## src/rtl/misr_sig.sv

```systemverilog
// misr_sig: multiple-input signature register that folds a response stream into a
// WIDTH-bit signature and compares it with a golden value. Define SIG_ABORT_EN for the abort input.
module misr_sig #(
    parameter int               WIDTH = 8,
    parameter logic [WIDTH-1:0] TAPS  = 8'hB8,
    parameter int               CNT_W = 8
) (
    input  logic             clk,
    input  logic             reset,
    input  logic             seed_en,
    input  logic [WIDTH-1:0] seed,
    input  logic             tap_en,
    input  logic [WIDTH-1:0] taps_in,
    input  logic             start,
    input  logic [CNT_W-1:0] len,
    input  logic             data_valid,
    input  logic [WIDTH-1:0] data_in,
    input  logic [WIDTH-1:0] golden,
`ifdef SIG_ABORT_EN
    input  logic             abort,
`endif
    output logic             busy,
    output logic             done,
    output logic             pass,
    output logic [WIDTH-1:0] signature,
    output logic [CNT_W-1:0] count
);

    typedef enum logic [1:0] {
        S_IDLE = 2'd0,
        S_RUN  = 2'd1,
        S_DONE = 2'd2
    } state_t;

    state_t           state_q, state_d;
    logic [WIDTH-1:0] sig_q,   sig_d;
    logic [WIDTH-1:0] taps_q,  taps_d;
    logic [CNT_W-1:0] count_q, count_d;
    logic             pass_q,  pass_d;

    logic [WIDTH-1:0] beat_sig;
    logic [WIDTH-1:0] load_sig;
    logic             abort_req;
    logic             last_beat;

    // One compaction step: shift, fold the feedback polynomial in on MSB, xor the beat.
    function automatic logic [WIDTH-1:0] misr_step(
        input logic [WIDTH-1:0] sig,
        input logic [WIDTH-1:0] taps,
        input logic [WIDTH-1:0] beat
    );
        logic [WIDTH-1:0] sh;
        sh = {sig[WIDTH-2:0], 1'b0};
        if (sig[WIDTH-1]) begin
            sh = sh ^ taps;
        end
        return sh ^ beat;
    endfunction

`ifdef SIG_ABORT_EN
    assign abort_req = abort;
`else
    assign abort_req = 1'b0;
`endif

    assign beat_sig  = misr_step(sig_q, taps_q, data_in);
    // A same-cycle seed is applied before a start, so a zero-length run compares the new seed.
    assign load_sig  = seed_en ? seed : sig_q;
    assign last_beat = (count_q == CNT_W'(1));

    // NOTE: every next-state variable gets its hold value first, so no path through the
    // case statement leaves one unassigned and no latch is inferred.
    always_comb begin
        state_d = state_q;
        sig_d   = sig_q;
        taps_d  = taps_q;
        count_d = count_q;
        pass_d  = pass_q;

        unique case (state_q)
            S_IDLE, S_DONE: begin
                if (tap_en) begin
                    taps_d = taps_in;
                end
                if (seed_en) begin
                    sig_d   = seed;
                    state_d = S_IDLE;
                    pass_d  = 1'b0;
                end
                if (start) begin
                    if (len != '0) begin
                        state_d = S_RUN;
                        count_d = len;
                        pass_d  = 1'b0;
                    end else begin
                        state_d = S_DONE;
                        count_d = '0;
                        pass_d  = (load_sig == golden);
                    end
                end
            end

            S_RUN: begin
                if (abort_req) begin
                    // Partial signature is kept for debug; the run's bookkeeping is dropped.
                    state_d = S_IDLE;
                    count_d = '0;
                    pass_d  = 1'b0;
                end else if (data_valid) begin
                    sig_d   = beat_sig;
                    count_d = count_q - CNT_W'(1);
                    if (last_beat) begin
                        state_d = S_DONE;
                        pass_d  = (beat_sig == golden);
                    end
                end
            end

            default: begin
                state_d = S_IDLE;
                count_d = '0;
                pass_d  = 1'b0;
            end
        endcase
    end

    // NOTE: sequential state uses non-blocking assignments so every register samples the
    // values from before the edge, independent of statement order.
    always_ff @(posedge clk or negedge reset) begin
        if (!reset) begin
            state_q <= S_IDLE;
            sig_q   <= '0;
            taps_q  <= TAPS;
            count_q <= '0;
            pass_q  <= 1'b0;
        end else begin
            state_q <= state_d;
            sig_q   <= sig_d;
            taps_q  <= taps_d;
            count_q <= count_d;
            pass_q  <= pass_d;
        end
    end

    assign busy      = (state_q == S_RUN);
    assign done      = (state_q == S_DONE);
    assign pass      = pass_q;
    assign signature = sig_q;
    assign count     = count_q;

endmodule

```

## config.mk

```make
export PLATFORM = sky130hd
export DESIGN_NAME = misr_sig
export DESIGN_NICKNAME = d
export VERILOG_FILES = /design/src/rtl/misr_sig.sv
export SDC_FILE = /design/constraint.sdc
export NUM_CORES = 1
export LEC_CHECK = 0
export ABC_AREA = 1
export BUFFER_PORTS_ARGS = -buffer_cell sky130_fd_sc_hd__buf_2
export CAP_MARGIN = 20
export CORE_ASPECT_RATIO = 0.9
export CORE_MARGIN = 2
export CORE_UTILIZATION = 40
export CTS_CLUSTER_SIZE = 24
export DETAILED_ROUTE_END_ITERATION = 7
export PLACE_DENSITY = 0.69
export SETUP_SLACK_MARGIN = 0.05
export SYNTH_ARGS = -nofsm -noshare
export SYNTH_HDL_FRONTEND = slang
export SYNTH_SLANG_ARGS = --single-unit
```

## constraint.sdc

```tcl
create_clock -name clk -period 1.3 [get_ports clk]
set_input_delay 0.26 -clock clk [delete_from_list [all_inputs] [get_ports clk]]
set_output_delay 0.26 -clock clk [all_outputs]
set_load 0.01 [all_outputs]
```

==> qor.yml <==
report.final.slew_viol_count: 0
placed_area_sq_um: 2800
crit_required_ns: 1.04
synth-edff-count: 0
synth_largest_area_cell: "dfrtp_1"
wl_met1_um: 2890
root_buffer: "clkbuf_8"
antenna_left: 0
syn-mean-instance-area_sq_um: 6.92
ys_ff_latch: 27
synth_fp_nets: 354
pre_cts_ws_ns: -0.146
fin_area_sq_um: 3330
timing.final.ws_setup_ns: -0.184
powerDensity_nw_per_um2: 2530
io_pins: 65
worstPathMaxFanout: 3
drc: 0
max_freq_mhz: 674
grt_pass1_vias: 2298
wl_met3_um: 385
fp.dieH_um: 73.0
cts.sinks: 27
start_util: 0.408
crit_type: "register to output pin"
async_reset_ff_frac: 1.00
worstMarginPinSlew_ns: 0.404
drt_pass1_iterations: 4
rsz0062_at_grt: "yes"
clock_latency_ns: 0.28
rows: 25
tns_ns: -1.43
fin_nets: 470
wire_per_inst_um: 13.6
synthFlopType: "dfrtp_1"
numPortBuffers: 64
finalCritPeriodShare: 1.14
cts_buffer_depth: 2
utilization: 0.642
dp.cells: 467
leakagePower_nw: 1.73
cts_tree: "built"
violations: "negative setup slack"
vias: 2464
wl_um: 6650
dr.first_iter.drc_count: 120
synthCells: 306
yosys_warnings: 0
gp_congestion: 0.860
top_layer: "met4"
min_period_ns: 1.48
ir_drop_mv: 1.23
arrival_ns: 1.22
final_hold_viol_count: 0
hpwl_um: 4610
synth_top_area_share: 0.272
hold_path.class: "primary input to register"
syn_area_sq_um: 2120
htreeDepth: 1
antenna_found_initial: 0
synth_area_leaders: "dfrtp_1 (27%), nand2_1 (18%), inv_1 (7.4%)"
maxSlewHeadroom: 0.730
drive_above_1_share: 0.475
grt_use_total: 0.225
final_cells: 488
grt_pass1_wl_um: 10300
cts_buffers: 3
avgViaCountPerCell: 5.05
setup_viol: 19
clk_pin_slew_ns: 0.10
die_x_um: 80.7
ys_seq_area_frac: 0.322
die_area_sq_um: 5890
end_kind: "output pin"
antenna_cells: 0
route.met2.wl_um: 3270
worst_clock_skew_ns: 0.00246
grt-ovfl-total: 0
grt_start_max_net_pins: 18
mostFrequentLayoutCell: "nand2_1"
core_region_area_sq_um: 5190
drv_cap: 0
area_growth_pct: 57.4
netlist-cell-type-count: 37
outcome: "finished, violations left"
startpoint_type: "register"
layout_common_cells: "nand2_1 (86), buf_2 (59), inv_1 (38)"
-- state kept, by name, indices dropped and copies added, names as in the netlist --
register	flops
pass	1
count	8
taps_q	8
signature	8
state_q	2
-- critical path: stages (launching register included) --
cell	delay [ns]
dfrtp_2	0.44
inv_4	0.09
nor2_8	0.05
buf_12	0.12
buf_8	0.12
buf_6	0.11
-- logic make-up (layout without fill, tap and decap cells) --
logic type                 count (synthesis)  after routing  synth area share
AOI/OAI and AO/OA                         56             56             0.164
xor gates and xnor gates                   4              4            0.0165
adders and majority gates                  2              2            0.0118
buffers and inverters                     54            169             0.116
DFF                                       27             27             0.322
muxes                                      8              8            0.0426
and+or+nand+nor                          155            155             0.327
-- where the power goes --
group          leakage [nW]  internal (mW)  switching [mW]  total (mW)
Sequential            0.318           1.32           0.379        1.70
Combinational          1.39           3.06            3.16        6.23
Clock                0.0228          0.221           0.292       0.513
Total                  1.73           4.60            3.84        8.44
-- final cells by class --
class                      count  area, sq um
sequential                    27          684
fill                         446         1860
clock buffer                   4         45.0
tap                           67         83.8
multi-input combinational    225         1420
inverter                      47          196
timing repair buffer         118          901
-- cells in the mapped netlist, types with 2 or more instances --
cell	number
a21oi_1	11
a22oi_1	2
buf_4	4
buf_6	3
dfrtp_1	23
dfstp_2	4
ha_1	2
inv_1	42
inv_2	3
inv_4	2
mux2_2	8
nand2_1	100
nand3_1	16
nand3b_1	4
nand4_1	3
nor2_1	23
nor2_8	2
o211ai_1	6
o21ai_0	6
o21ai_1	20
o21ai_2	2
o22ai_1	2
xor2_1	4
-- through the flow --
step / hold WS (ns) / total power [mW]
final: 0.202 / 8.44
after CTS: 0.200 / 7.63
after detailed placement: 0.221 / 6.07
after global routing: 0.197 / 9.03
after global placement: 0.214 / 5.99
after floorplan: -0.0356 / 4.37
-- layer usage --
layer	GRT usage	up-vias
li1	-	1226
met4	0.0716	0
met1	0.309	1136
met5	0	-
met3	0.0210	11
met2	0.374	91
-- worst paths after layout --
check / from / slack (ns) / to / cells after the start
setup / recovery: state_q[0] / -0.18 / busy / 5
setup reg to reg: signature[7] / -0.13 / pass / 13
min in group asynchronous: reset / 0.43 / signature[3] / 2
hold / removal: taps_in[0] / 0.20 / taps_q[0] / 2
hold reg to reg: taps_q[2] / 0.54 / taps_q[2] / 1
max in group asynchronous: reset / 0.35 / taps_q[5] / 3
-- timing repair --
action,CTS,global route
setup endpoints to repair,28,31
hold buffers,1,0
hold endpoints to repair,12,0
buffers inserted,12,10
pin swaps,5,23
cloned,1,1
resized for setup,41,56
No activity file was read; power rests on OpenSTA's default activity.
